--- src/rtl/bus_capture_fifo_pkg.sv ---
// Shared types and widths for the bus capture FIFO.
// Each buffered entry is the 8-bit sequence tag followed by the captured bus word.
package bus_capture_pkg;

    localparam int DATA_W      = 32;
    localparam int SEQ_W       = 8;
    localparam int MATCH_CNT_W = 16;

    typedef struct packed {
        logic [SEQ_W-1:0]  seq;
        logic [DATA_W-1:0] data;
    } capture_entry_t;

endpackage

--- src/rtl/bus_capture_fifo_if.sv ---
// Handshake bundle for the capture FIFO: upstream push port, downstream pop port and status.
// The master side drives requests; the slave side is the FIFO itself.
interface bus_capture_fifo_if #(
    parameter int DATA_W = 32,
    parameter int DEPTH  = 8
);
    import bus_capture_pkg::*;

    logic                     flush;
    logic                     in_valid;
    logic                     in_ready;
    logic [DATA_W-1:0]        in_data;
    logic                     out_valid;
    logic                     out_ready;
    logic [DATA_W-1:0]        out_data;
    logic [SEQ_W-1:0]         out_seq;
    logic [$clog2(DEPTH):0]   count;
    logic [MATCH_CNT_W-1:0]   match_cnt;

    modport master (
        output flush, in_valid, in_data, out_ready,
        input  in_ready, out_valid, out_data, out_seq, count, match_cnt
    );

    modport slave (
        input  flush, in_valid, in_data, out_ready,
        output in_ready, out_valid, out_data, out_seq, count, match_cnt
    );

endinterface

--- src/rtl/bus_capture_fifo_ram.sv ---
// Entry storage for the capture FIFO: synchronous write, asynchronous read.
// Contents are never reset; occupancy tracking lives in the top level.
module bus_capture_ram #(
    parameter int DEPTH   = 8,
    parameter int AW      = $clog2(DEPTH),
    parameter int ENTRY_W = $bits(bus_capture_pkg::capture_entry_t)
) (
    input  logic               clk,
    input  logic               i_we,
    input  logic [AW-1:0]      i_waddr,
    input  logic [ENTRY_W-1:0] i_wdata,
    input  logic [AW-1:0]      i_raddr,
    output logic [ENTRY_W-1:0] o_rdata
);

    logic [ENTRY_W-1:0] r_mem [DEPTH];

    always_ff @(posedge clk) begin
        if (i_we) begin
            r_mem[i_waddr] <= i_wdata;
        end
    end

    assign o_rdata = r_mem[i_raddr];

endmodule

--- src/rtl/bus_capture_fifo.sv ---
// Capture FIFO: tags accepted bus words with a rolling sequence number, buffers them,
// and keeps a saturating count of words equal to MATCH_VAL.
module bus_capture_fifo #(
    parameter int DATA_W    = 32,
    parameter int DEPTH     = 8,
    parameter int MATCH_VAL = 42
) (
    input  logic               clk,
    input  logic               rst,
    bus_capture_fifo_if.slave  bus
);
    import bus_capture_pkg::*;

    localparam int AW      = $clog2(DEPTH);
    localparam int CW      = AW + 1;
    localparam int ENTRY_W = SEQ_W + DATA_W;

    logic [AW-1:0]          r_wr_ptr;
    logic [AW-1:0]          r_rd_ptr;
    logic [CW-1:0]          r_count;
    logic [SEQ_W-1:0]       r_seq;
    logic [MATCH_CNT_W-1:0] r_match_cnt;

    logic                   w_full;
    logic                   w_in_ready;
    logic                   w_out_valid;
    logic                   w_push;
    logic                   w_pop;
    logic                   w_match;
    logic [ENTRY_W-1:0]     w_wr_entry;
    logic [ENTRY_W-1:0]     w_rd_entry;

    function automatic logic [MATCH_CNT_W-1:0] sat_inc(input logic [MATCH_CNT_W-1:0] v);
        return (&v) ? v : v + 1'b1;
    endfunction

    // in_ready ignores out_ready, so a full FIFO never accepts even when popping.
    assign w_full      = (r_count == CW'(DEPTH));
    assign w_in_ready  = !w_full && !bus.flush && !rst;
    assign w_out_valid = (r_count != '0) && !rst;
    assign w_push      = bus.in_valid && w_in_ready;
    assign w_pop       = w_out_valid && bus.out_ready && !bus.flush;
    assign w_match     = (bus.in_data == DATA_W'(MATCH_VAL));
    assign w_wr_entry  = {r_seq, bus.in_data};

    bus_capture_ram #(
        .DEPTH   (DEPTH),
        .AW      (AW),
        .ENTRY_W (ENTRY_W)
    ) u_ram (
        .clk     (clk),
        .i_we    (w_push),
        .i_waddr (r_wr_ptr),
        .i_wdata (w_wr_entry),
        .i_raddr (r_rd_ptr),
        .o_rdata (w_rd_entry)
    );

    always_ff @(posedge clk) begin
        if (rst) begin
            r_wr_ptr    <= '0;
            r_rd_ptr    <= '0;
            r_count     <= '0;
            r_seq       <= '0;
            r_match_cnt <= '0;
        end else if (bus.flush) begin
            // seq and match_cnt deliberately survive a flush
            r_wr_ptr <= '0;
            r_rd_ptr <= '0;
            r_count  <= '0;
        end else begin
            if (w_push) begin
                r_wr_ptr <= r_wr_ptr + 1'b1;
                r_seq    <= r_seq + 1'b1;
                if (w_match) begin
                    r_match_cnt <= sat_inc(r_match_cnt);
                end
            end
            if (w_pop) begin
                r_rd_ptr <= r_rd_ptr + 1'b1;
            end
            if (w_push && !w_pop) begin
                r_count <= r_count + 1'b1;
            end else if (w_pop && !w_push) begin
                r_count <= r_count - 1'b1;
            end
        end
    end

    // Every output reads as zero while reset is asserted.
    assign bus.in_ready  = w_in_ready;
    assign bus.out_valid = w_out_valid;
    assign bus.out_data  = rst ? '0 : w_rd_entry[DATA_W-1:0];
    assign bus.out_seq   = rst ? '0 : w_rd_entry[ENTRY_W-1:DATA_W];
    assign bus.count     = rst ? '0 : r_count;
    assign bus.match_cnt = rst ? '0 : r_match_cnt;

endmodule
--- src/flat_wrapper.sv ---
// flat-port wrapper written by rule: the top's interface ports become plain ports
module bus_capture_fifo_flat import bus_capture_pkg::*;
#(
    parameter int DATA_W    = 32,
    parameter int DEPTH     = 8,
    parameter int MATCH_VAL = 42
)
  (clk, rst, bus_flush, bus_in_valid, bus_in_data, bus_out_ready, bus_in_ready, bus_out_valid, bus_out_data, bus_out_seq, bus_count, bus_match_cnt);
  bus_capture_fifo_if #(.DATA_W(DATA_W), .DEPTH(DEPTH)) bus_i ();
  input  logic clk;
  input  logic rst;
  input wire logic [$bits(bus_i.flush)-1:0] bus_flush;
  input wire logic [$bits(bus_i.in_valid)-1:0] bus_in_valid;
  input wire logic [$bits(bus_i.in_data)-1:0] bus_in_data;
  input wire logic [$bits(bus_i.out_ready)-1:0] bus_out_ready;
  output wire logic [$bits(bus_i.in_ready)-1:0] bus_in_ready;
  output wire logic [$bits(bus_i.out_valid)-1:0] bus_out_valid;
  output wire logic [$bits(bus_i.out_data)-1:0] bus_out_data;
  output wire logic [$bits(bus_i.out_seq)-1:0] bus_out_seq;
  output wire logic [$bits(bus_i.count)-1:0] bus_count;
  output wire logic [$bits(bus_i.match_cnt)-1:0] bus_match_cnt;
  assign bus_i.flush = bus_flush;
  assign bus_i.in_valid = bus_in_valid;
  assign bus_i.in_data = bus_in_data;
  assign bus_i.out_ready = bus_out_ready;
  assign bus_in_ready = bus_i.in_ready;
  assign bus_out_valid = bus_i.out_valid;
  assign bus_out_data = bus_i.out_data;
  assign bus_out_seq = bus_i.out_seq;
  assign bus_count = bus_i.count;
  assign bus_match_cnt = bus_i.match_cnt;
  bus_capture_fifo #(.DATA_W(DATA_W), .DEPTH(DEPTH), .MATCH_VAL(MATCH_VAL)) u_core (.clk(clk), .rst(rst), .bus(bus_i));
endmodule
--- config.mk ---
export PLATFORM = sky130hd
export DESIGN_NAME = bus_capture_fifo_flat
export DESIGN_NICKNAME = d
export VERILOG_FILES = /design/src/rtl/bus_capture_fifo_pkg.sv /design/src/rtl/bus_capture_fifo_if.sv /design/src/rtl/bus_capture_fifo_ram.sv /design/src/rtl/bus_capture_fifo.sv /design/src/flat_wrapper.sv
export SDC_FILE = /design/constraint.sdc
export NUM_CORES = 1
export LEC_CHECK = 0
export CAP_MARGIN = 20
export CORE_UTILIZATION = 40
export CTS_CLUSTER_SIZE = 14
export DETAILED_ROUTE_END_ITERATION = 16
export SKIP_CTS_REPAIR_TIMING = 1
export SYNTH_ARGS = -nofsm -noshare
export SYNTH_HDL_FRONTEND = slang
export SYNTH_SLANG_ARGS = --single-unit
--- constraint.sdc ---
create_clock -name clk -period 7.5 [get_ports clk]
set_input_delay 0.75 -clock clk [delete_from_list [all_inputs] [get_ports clk]]
set_output_delay 0.75 -clock clk [all_outputs]
set_load 0.01 [all_outputs]
==> impl_metrics.tcl <==
set metrics [dict create \
    overflow 0 \
    worst_pin_slew_ps 984 \
    ys_ff_latch 357 \
    antenna_left 0 \
    fmax_mhz 227 \
    clock_latency_ps 520 \
    fin_crit_sh_pct 58.6 \
    diodes 0 \
    synth_top_family_by_area "multiplexers" \
    antenna_found_initial 0 \
    rows 68 \
    maxCapViolations 0 \
    synth_edf_count 320 \
    ctsHtreeMaxLevel 2 \
    path_delay_family "buffers and inverters" \
    setup_slack_ps 3100 \
    setup_viol 0 \
    wl_per_cell_um 21.4 \
    synthArstFlopShare_pct 0 \
    grt_max_degree 53 \
    grt_pass1_wl_um 43800 \
    whs_ps 499 \
    synth.net_count 777 \
    cts_made_buffers 38 \
    area_growth_pct 19.6 \
    gr-max-usage-layer "met2" \
    final_nets 895 \
    dp_slack_ps 3510 \
    first_iter_violations 533 \
    clock-sinks 357 \
    avgSynthCellArea_um2 19.3 \
    die_x_um 190 \
    path_max_fanout 41 \
    synthAdderAreaFrac_pct 0.761 \
    drtPass1Iterations 4 \
    synth_seq_area_share_pct 73.2 \
    synth-compound-area-share_pct 0.699 \
    dpl.hpwl_um 15700 \
    power.density_mw_per_mm2 243 \
    crit_required_ps 6750 \
    initial_core_util_pct 40.8 \
    synthFlopType "edfxtp_1" \
    clockBufferDepth 3 \
    synth-xor-area-share_pct 1.18 \
    outcome "finished, final reports clean" \
    synth_warnings 0 \
    totalWireLength_um 28600 \
    cp-start-kind "register" \
    pin_count 99 \
    core_mm2 0.0346 \
    die_area_mm2 0.0361 \
    ir_drop_uv 178 \
    rsz0062_at_grt "no" \
    drv_slew 0 \
    cp-end-kind "output pin" \
    fp.dieH_um 190 \
    grtUsageMet2_pct 26.3 \
    synth_mux_area_share_pct 16.7 \
    drc_errors 0 \
    critical_path_class "register to output pin" \
    root_buffer "clkbuf_16" \
    fin_util_pct 48.8 \
    slew_headroom_pct 33.8 \
    path_buf_inv 2 \
    p_leak_nw 5.26 \
    clkTransAtPathRegs_ps 60 \
    tns_ps 0 \
    grt_pass1_vias 7277 \
    period_needed_ps 4400 \
    finalHoldViolCount 0 \
    num_vias 6981 \
    globalplace.congestion 0.731 \
    max_stage_delay_ps 910 \
    cp_slowest_cell "dfxtp_4" \
    postSynthCellCount 732 \
    use_met3_pct 2.32 \
    globalRouteTotalUtil_pct 16.3 \
    globalRouteMet1Util_pct 23.0 \
    yosys.area_share.simple_pct 6.25 \
    crit_chain "buf_4 -> mux4_2 -> mux2i_1 -> nor2_1 -> clkdlybuf4s50_1" \
    place.port_buffers 98 \
    yosysUniqueCellTypes 50 \
    cp.arrival_ps 3650 \
    synthesis.area_mm2 0.0141 \
    skew_ps 12.3 \
    cts_tree "built" \
    hp-class "register to register" \
    via_per_inst 5.23 \
    post_route_cells_drive_above_1_share_pct 20.0 \
]
==> per-layer routing <==
metal	wire length, um	share of wire [%]
met5	0	0
met4	538	1.9
met1	12800	45
met3	1080	3.8
met2	14100	49
==> synthesized netlist by cell type, types with 2 or more instances <==
cell type	count	area share [%]
mux2_1	8	0.64
nor2b_1	19	0.84
xnor2_1	13	0.81
mux2_2	2	0.16
nor2_1	65	1.7
buf_2	10	0.35
mux2_4	2	0.21
nor3_1	4	0.14
inv_1	3	0.080
and4_1	2	0.12
or3_1	2	0.089
clkbuf_1	20	0.53
nand2_1	16	0.42
nand4_1	6	0.27
a41o_1	2	0.14
nor4b_1	3	0.19
a21oi_1	7	0.25
a21o_1	2	0.11
and2_1	3	0.13
nor4_1	4	0.18
ha_1	7	0.62
xor2_1	6	0.37
mux4_2	80	13
nor4_2	4	0.35
o21ai_0	2	0.071
nand4_4	2	0.30
nand3_1	9	0.32
and3_1	7	0.31
mux2i_1	41	2.9
edfxtp_1	320	68
buf_1	4	0.11
dfxtp_1	37	5.2
nor3b_1	3	0.16
==> where the power goes <==
group	switching, mW	internal, mW	total [mW]	leakage [nW]
clock network	0.740	1.06	1.80	0.578
registers	0.00771	2.17	2.18	3.18
logic	0.0668	0.0625	0.129	1.50
total	0.815	3.29	4.11	5.26
==> placed cells by master, fill, tap and decap left out, drive strengths merged, types with 2 or more instances in the layout <==
cell,synthesis,final
a21oi,7,7
nor4,8,8
buf,16,17
mux2,12,12
clkinvlp,0,2
nor3,5,5
mux2i,41,41
bufinv,0,3
o21ai,3,3
dfxtp,37,37
xnor2,13,13
ha,7,7
a21o,2,2
nand3,10,10
mux4,80,80
nor3b,3,3
nor2b,19,19
clkdlybuf4s50,0,97
and2,3,3
or3,2,2
a41o,2,2
inv,4,4
nor4b,3,3
xor2,6,6
and4,3,3
nand4,8,8
clkbuf,20,50
nor2,65,65
edfxtp,320,320
nand2,18,18
and3,7,7
clkinv,0,14
==> final cells by class <==
type	count	area [um^2]
Clock buffer	50	1020
Clock inverter	19	188
Fill cell	2857	17700
Inverter	4	15.0
Multi-Input combinational cell	335	3660
Sequential cell	357	10400
Tap cell	455	569
Timing Repair Buffer	114	1100
==> path summary, 6_finish.rpt <==
path / depth (start not counted) / slack [ps] / endpoint / from
hold reg to reg: 2 / 500 / register / u_core.r_rd_ptr[1]
setup / recovery: 5 / 3100 / bus_out_seq[5] / register
setup reg to reg: 11 / 4500 / u_core.r_count[3] / u_core.r_count[0]
hold / removal: 2 / 500 / register / u_core.r_rd_ptr[1]
==> sequential cells by signal, indices dropped and copies added (netlist names), named ones only <==
register and cells:
u_core.r_match_cnt 16, u_core.r_rd_ptr 3, u_core.r_wr_ptr 3, u_core.r_count 4, u_core.r_seq 8, u_core.u_ram.r_mem 320
==> tightest hold or removal path, cell delays in order (launching register included) <==
cell and delay, ps:
dfxtp_1 310, nand2b_1 60, a21oi_1 80
==> kinds of logic (layout without fill, tap and decap cells) <==
| group | after synthesis | count (layout) |
|---|---|---|
| AO/OA/AOI/OAI | 16 | 16 |
| XOR/XNOR | 19 | 19 |
| adder cells (fa/ha/maj) | 8 | 8 |
| buffers and inverters | 40 | 187 |
| flip-flops | 357 | 357 |
| multiplexers | 133 | 133 |
| AND/OR/NAND/NOR | 159 | 159 |
==> metrics by stage <==
stage | instances | power [mW] | cell area (um^2)
floorplan | 732 | 2.28 | 14100
global placement | 1264 | 2.35 | 15700
detailed placement | 1265 | 2.35 | 15700
CTS | 1334 | 4.16 | 16900
global route | 1334 | 4.23 | 16900
finish | 1334 | 4.11 | 16900
(Power assumes the default switching activity.)
